File: src/rtl/seg7_scan_ctrl_if.sv
// Digit-register write bus for seg7_scan_ctrl.
//   wr_en   : write strobe, one digit register written per clock
//   wr_addr : digit index, 0 = rightmost digit (an[0]), 7 = leftmost
//   wr_data : 4-bit BCD value (10..15 stored unchanged)
// The master (host) drives all three signals and the slave (display controller) samples them.
// There is no back-pressure: a write is accepted in every cycle where wr_en is high.
interface seg7_scan_ctrl_if;
  logic       wr_en;
  logic [2:0] wr_addr;
  logic [3:0] wr_data;

  modport master (output wr_en, wr_addr, wr_data);
  modport slave  (input  wr_en, wr_addr, wr_data);
endinterface

File: src/rtl/seg7_scan_ctrl.sv
// Time-multiplexed scan controller for an 8-digit common-anode 7-segment display.
// The module holds eight BCD digit registers, which are written through wr_bus. It drives one
// shared BCD-to-7-segment decoder (bcd, seg_en, seg7all_on) and eight active-low anode selects.
// Features: per-digit masking, leading-zero suppression, lamp test, and a blanking guard at
// the start of each slot. The guard keeps the old digit's segments from ghosting onto the new
// anode.
// Ports:
//   clk, rst     : clock and synchronous active-high reset
//   wr_bus       : digit register write port (slave side)
//   digit_mask   : 1 = digit i displayed, 0 = anode i held off in its slot
//   lz_suppress  : 1 = blank leading zeros (digit 0 always shown)
//   lamp_test    : 1 = light all segments on every digit
//   bcd          : value sent to the decoder (always digit[idx], even when blanked)
//   seg_en       : decoder enable
//   seg7all_on   : decoder all-segments-on
//   an           : active-low anode selects, at most one low
//   frame_tick   : one-clock pulse after the last clock of slot 7
// All outputs are registered. The value in cycle t+1 is decoded from the state and the inputs
// of cycle t.
module seg7_scan_ctrl #(
  parameter int DIV_MAX      = 50000,
  parameter int BLANK_CYCLES = 4
) (
  input  logic              clk,
  input  logic              rst,
  seg7_scan_ctrl_if.slave   wr_bus,
  input  logic [7:0]        digit_mask,
  input  logic              lz_suppress,
  input  logic              lamp_test,
  output logic [3:0]        bcd,
  output logic              seg_en,
  output logic              seg7all_on,
  output logic [7:0]        an,
  output logic              frame_tick
);

  localparam int            CW       = (DIV_MAX > 2) ? $clog2(DIV_MAX) : 1;
  localparam logic [CW-1:0] CNT_LAST = CW'(DIV_MAX - 1);

  logic [CW-1:0] cnt_q, cnt_d;
  logic [2:0]    idx_q, idx_d;
  logic [3:0]    digit_q [8];
  logic [3:0]    digit_d [8];

  logic [3:0]    bcd_q, bcd_d;
  logic          seg_en_q, seg_en_d;
  logic          seg7all_on_q, seg7all_on_d;
  logic [7:0]    an_q, an_d;
  logic          frame_tick_q, frame_tick_d;

  logic [7:0]    digit_zero;
  logic [7:0]    upper_zero;   // upper_zero[i]: digits i..7 are all zero
  logic          guard;

  // Per-digit write decode and zero detection.
  for (genvar gi = 0; gi < 8; gi++) begin : g_digit
    always_comb begin
      digit_d[gi] = digit_q[gi];
      if (wr_bus.wr_en && (wr_bus.wr_addr == 3'(gi))) begin
        digit_d[gi] = wr_bus.wr_data;
      end
    end
    assign digit_zero[gi] = (digit_q[gi] == 4'd0);
  end

  // Suffix AND chain from the leftmost digit downwards.
  assign upper_zero[7] = digit_zero[7];
  for (genvar gi = 0; gi < 7; gi++) begin : g_upper
    assign upper_zero[gi] = digit_zero[gi] & upper_zero[gi + 1];
  end

  // Anti-ghosting guard. It is never active when BLANK_CYCLES is 0, and this avoids an
  // always-false unsigned compare.
  if (BLANK_CYCLES == 0) begin : g_no_guard
    assign guard = 1'b0;
  end else begin : g_guard
    localparam logic [CW-1:0] BLANK_LAST = CW'(BLANK_CYCLES);
    assign guard = (cnt_q < BLANK_LAST);
  end

  // Prescaler and slot index.
  always_comb begin
    cnt_d = cnt_q + CW'(1);
    idx_d = idx_q;
    if (cnt_q == CNT_LAST) begin
      cnt_d = '0;
      idx_d = idx_q + 3'd1;
    end
  end

  // Slot output decode. The checks are in priority order.
  always_comb begin
    an_d         = 8'hFF;
    seg_en_d     = 1'b0;
    seg7all_on_d = 1'b0;
    bcd_d        = digit_q[idx_q];
    frame_tick_d = (cnt_q == CNT_LAST) && (idx_q == 3'd7);
    if (guard) begin
      an_d = 8'hFF;
    end else if (lamp_test) begin
      an_d         = ~(8'h01 << idx_q);
      seg_en_d     = 1'b1;
      seg7all_on_d = 1'b1;
    end else if (!digit_mask[idx_q]) begin
      an_d = 8'hFF;
    end else if (lz_suppress && (idx_q != 3'd0) && upper_zero[idx_q]) begin
      an_d = 8'hFF;
    end else begin
      an_d     = ~(8'h01 << idx_q);
      seg_en_d = 1'b1;
    end
  end

  always_ff @(posedge clk) begin
    if (rst) begin
      cnt_q        <= '0;
      idx_q        <= '0;
      for (int i = 0; i < 8; i++) digit_q[i] <= '0;
      bcd_q        <= '0;
      seg_en_q     <= 1'b0;
      seg7all_on_q <= 1'b0;
      an_q         <= 8'hFF;
      frame_tick_q <= 1'b0;
    end else begin
      cnt_q        <= cnt_d;
      idx_q        <= idx_d;
      for (int i = 0; i < 8; i++) digit_q[i] <= digit_d[i];
      bcd_q        <= bcd_d;
      seg_en_q     <= seg_en_d;
      seg7all_on_q <= seg7all_on_d;
      an_q         <= an_d;
      frame_tick_q <= frame_tick_d;
    end
  end

  assign bcd        = bcd_q;
  assign seg_en     = seg_en_q;
  assign seg7all_on = seg7all_on_q;
  assign an         = an_q;
  assign frame_tick = frame_tick_q;

endmodule

File: src/flat_wrapper.sv
// flat-port wrapper written by rule: the top's interface ports become plain ports
module seg7_scan_ctrl_flat 
#(
  parameter int DIV_MAX      = 50000,
  parameter int BLANK_CYCLES = 4
)
  (clk, rst, digit_mask, lz_suppress, lamp_test, bcd, seg_en, seg7all_on, an, frame_tick, wr_bus_wr_en, wr_bus_wr_addr, wr_bus_wr_data);
  seg7_scan_ctrl_if wr_bus_i ();
  input  logic clk;
  input  logic rst;
  input  logic [7:0] digit_mask;
  input  logic lz_suppress;
  input  logic lamp_test;
  output logic [3:0] bcd;
  output logic seg_en;
  output logic seg7all_on;
  output logic [7:0] an;
  output logic frame_tick;
  input wire logic [$bits(wr_bus_i.wr_en)-1:0] wr_bus_wr_en;
  input wire logic [$bits(wr_bus_i.wr_addr)-1:0] wr_bus_wr_addr;
  input wire logic [$bits(wr_bus_i.wr_data)-1:0] wr_bus_wr_data;
  assign wr_bus_i.wr_en = wr_bus_wr_en;
  assign wr_bus_i.wr_addr = wr_bus_wr_addr;
  assign wr_bus_i.wr_data = wr_bus_wr_data;
  seg7_scan_ctrl #(.DIV_MAX(DIV_MAX), .BLANK_CYCLES(BLANK_CYCLES)) u_core (.clk(clk), .rst(rst), .wr_bus(wr_bus_i), .digit_mask(digit_mask), .lz_suppress(lz_suppress), .lamp_test(lamp_test), .bcd(bcd), .seg_en(seg_en), .seg7all_on(seg7all_on), .an(an), .frame_tick(frame_tick));
endmodule
File: config.mk
export PLATFORM = sky130hd
export DESIGN_NAME = seg7_scan_ctrl_flat
export DESIGN_NICKNAME = d
export VERILOG_FILES = /design/src/rtl/seg7_scan_ctrl_if.sv /design/src/rtl/seg7_scan_ctrl.sv /design/src/flat_wrapper.sv
export SDC_FILE = /design/constraint.sdc
export NUM_CORES = 1
export LEC_CHECK = 0
export BUFFER_PORTS_ARGS = -buffer_cell sky130_fd_sc_hd__buf_4
export CORE_ASPECT_RATIO = 0.8
export CORE_MARGIN = 2
export CORE_UTILIZATION = 55
export DETAILED_ROUTE_END_ITERATION = 7
export PLACE_DENSITY = 0.76
export SLEW_MARGIN = 40
export SYNTH_ARGS = -nofsm -noshare
export SYNTH_HDL_FRONTEND = slang
export SYNTH_SLANG_ARGS = --single-unit
File: constraint.sdc
create_clock -name clk -period 3.2 [get_ports clk]
set_input_delay 0.48 -clock clk [delete_from_list [all_inputs] [get_ports clk]]
set_output_delay 0.48 -clock clk [all_outputs]
set_load 0.02 [all_outputs]
==> metrics.md <==
| Metric | Value |
|---|---|
| Outcome | `finished, final reports clean` |
| Die height | `roughly 71 µm` |
| Pwr Density | `between 400 and 500 mW/mm²` |
| CTS tree | `built` |
| Xor/xnor share of the synthesized area | `roughly 4.0%` |
| Root buffer cell | `clkbuf_8` |
| Worst endpoint required time | `3450 ps` |
| First-pass DRT Iterations | `5` |
| Setup_tns | `0 ps` |
| Worst VDD drop | `0.258 mV` |
| Clk buf depth | `2` |
| Sink Count | `66` |
| Synth Flop Type | `dfxtp_1` |
| Tcrit/Tclk final | `between 60 and 70%` |
| Final nets | `365` |
| Final setup fails | `0` |
| TritonCTS Buffers | `9` |
| Maxcap violations | `0` |
| Yosys cell types | `44` |
| HPWL after detailed placement | `4770 µm` |
| Clock-pin slew on the worst setup and hold paths | `80 ps` |
| R2r startpoint | `u_core.idx_q[0]` |
| Synth Area in Adders | `under 10%` |
| Ranking of synthesized cells by area | `dfxtp_1 43%, mux2i_1 12%, nor2_1 6.4%` |
| CP bufs+invs | `2` |
| R2R cell count | `7` |
| Max-slew violations | `0` |
| Global-route wire length before repair | `10,900 µm` |
| Post-Synthesis Cells | `312` |
| Slew @ Worst Pin | `628 ps` |
| Avg WL per Cell | `16.9 µm` |
| Final hold vios | `0` |
| Ys Warns | `0` |
| Area fraction in compound gates after synthesis | `6.00%` |
| Syn nets | `339` |
| Floorplan row count | `24` |
| CP startpoint | `u_core.idx_q[0]` |
| Global-route usage over all layers | `23.5%` |
| Diode count | `0` |
| Register area share after synthesis | `43.1%` |
| Crit Path Class | `reg2reg` |
| Reg2reg end | `u_core.seg_en` |
| Core region area | `0.00541 mm²` |
| Initial core utilization | `~57%` |
| Area Growth Syn to Fin | `15.1%` |
| Ys async rst share | `0%` |
| Via count | `2,419` |
| Slew margin rel. | `between 50% and 60%` |
| Final wirelength | `6910 µm` |
| Worst-path maximum fanout | `18` |
| Overflow after GRT | `0` |
| Post-synth EDFFs | `0` |
| Layout filler cell count | `434` |
| Critical Path Start Type | `flip-flop` |
| Post-CTS Hold Fix Bufs | `0` |
| Worst path max stage delay | `430 ps` |
| Commonest cells post-synth | `66 x dfxtp_1, 52 x nor2_1, 37 x mux2i_1` |
| P_leak | `approximately 1.4 nW` |
| Vias per cell | `5.93` |
| IO buf count | `34` |
| Achievable Freq | `0.502 GHz` |
| DRC errors left | `0` |
| Hold path depth | `2` |
| Die W | `roughly 87 µm` |
| RSZ-0062 raised after global routing | `no` |
| Crit path capture type | `flip-flop` |
| Mapped Avg Cell Area | `9.83 µm²` |
| Pwr Total | `1.63 mW` |
| Full die area | `0.00619 mm²` |
| Largest family of logic cells by synthesized area | `simple AND/OR/NAND/NOR gates` |
| FF-to-FF setup slack | `1210 ps` |
| Share of post-route cells with drive strength above 1 | `19.8%` |
| Most frequent cell after synthesis | `dfxtp_1` |
| Largest net degree at the start of global routing | `between 40 and 50` |
| PostCTS Resize Cnt | `0` |
| HP Class | `in2reg` |
| Slowest cell on crit path | `a2111o_1` |
| Detailed Route Iter0 Violations | `198` |
| Gp weighted congestion | `roughly 0.86` |
| Boundary Pins | `35` |
| Mux cell area share after synthesis | `18.1%` |
| H-tree Lvls | `3` |
| Fin cells | `408` |
| Synth area leader | `dfxtp_1` |
| Cells after DPL | `392` |
| Post-CTS Setup Repair Bufs | `0` |
| CP delay by family, top | `compound AO/OA/AOI/OAI gates` |
| Hold path start | `lamp_test` |
| Critical-path cell list | `buf_4 > inv_1 > ha_1 > nand2b_1 > o2111ai_1 > a2111o_1 > o211a_1` |
| Synth Cell Area | `0.00307 mm²` |
| Worst-Skew Late Latency | `350 ps` |
| Shortest period the worst path allows | `1990 ps` |
| Initial antenna violation count | `0` |
| Vias in the first global route | `2,134` |
| Seq cells post-synth | `66` |
| Simple-gate share of the synthesized area | `22.1%` |
| WHS Endpoint | `u_core.seg7all_on` |
| Post-route ant nets | `0` |
| Worst path arrival time | `2240 ps` |
| Setup Skew | `11.5 ps` |
| Share of the synthesized area in the top cell type | `43.1%` |
## per-layer routing
| layer | GRT usage (%) | routed length, µm | vias to the layer above |
|---|---|---|---|
| met3 | 8.75 | 503 | 7 |
| li1 | - | - | 1168 |
| met4 | 6.50 | 57 | 0 |
| met1 | 34.9 | 3380 | 1150 |
| met2 | 31.9 | 2960 | 94 |
| met5 | 0 | 0 | - |
## how the worst max path moves through the flow
| stage | end | slack, ps | cells after the start |
|---|---|---|---|
| 2_1_floorplan | u_core.seg_en | 1480 | 7 |
| 3_3_place_gp | u_core.seg_en | 1310 | 7 |
| 3_5_place_dp | u_core.seg_en | 1240 | 7 |
| 4_1_cts | u_core.seg_en | 1240 | 7 |
| 5_1_grt | u_core.cnt_q[11] | 1000 | 4 |
| 6_report | u_core.seg_en | 1210 | 7 |
## power breakdown
group / switching, mW / internal, mW / total, mW
logic: 0.0611 / 0.0506 / 0.112
registers: 0.0131 / 0.835 / 0.848
clock network: 0.314 / 0.354 / 0.668
## flip-flops by register name (all words and copies together), names as in the netlist
name,cells
u_core.seg7all_on,1
u_core.idx_q,3
u_core.cnt_q,16
u_core.seg_en,1
u_core.frame_tick,1
u_core.an,8
u_core.bcd,4
u_core.digit_q,32
## cells in the final DEF (no fill, tap or decap), types with 2 or more instances in the layout
master / netlist / routed
nand2_1: 11 / 11
ha_1: 7 / 7
mux2i_1: 37 / 37
nor2_1: 52 / 52
clkbuf_8: 0 / 9
buf_4: 1 / 36
nand3_1: 13 / 13
a21oi_1: 7 / 7
nor3_1: 8 / 7
nor2b_1: 3 / 3
o2111ai_1: 6 / 6
and4_1: 3 / 3
o21ai_0: 3 / 3
nor4_1: 8 / 8
dfxtp_1: 66 / 66
nand4b_1: 3 / 3
nor4_4: 2 / 2
mux4_2: 7 / 7
nand4_1: 8 / 8
xor2_1: 2 / 2
xnor2_1: 12 / 12
inv_1: 7 / 7
and2_1: 4 / 4
nor3_2: 1 / 2
nand2b_1: 2 / 2
clkinv_2: 0 / 4
nor3b_2: 2 / 2
## stage by stage
| step | area (µm²) | util (%) | setup WS [ps] | hold WS, ps |
|---|---|---|---|---|
| 6_report | 3530 | 65.3 | 1210 | 378 |
| 5_1_grt | 3530 | 65.3 | 996 | 359 |
| 4_1_cts | 3510 | 65.0 | 1240 | 366 |
| 3_5_place_dp | 3330 | 61.6 | 1240 | 461 |
| 3_3_place_gp | 3330 | 61.6 | 1310 | 445 |
| 2_1_floorplan | 3070 | - | 1480 | 430 |
## kinds of logic (layout without fill, tap and decap cells)
group / Yosys count / in the layout
compound gates: 25 / 25
xor+xnor: 14 / 14
flops: 66 / 66
simple gates: 126 / 126
mux: 45 / 45
fa+ha+maj: 7 / 7
buf+inv: 29 / 60
## layout make-up
cell class,instances,area (µm²),share of cell area (%)
sequential,66,1320,37.5
tap,65,81.3,2.31
inverter,8,30.0,0.851
multi-input combinational,217,1640,46.5
clock inverter,6,57.6,1.63
timing repair buffer,36,270,7.66
clock buffer,10,128,3.62
(Power assumes the default switching activity.)
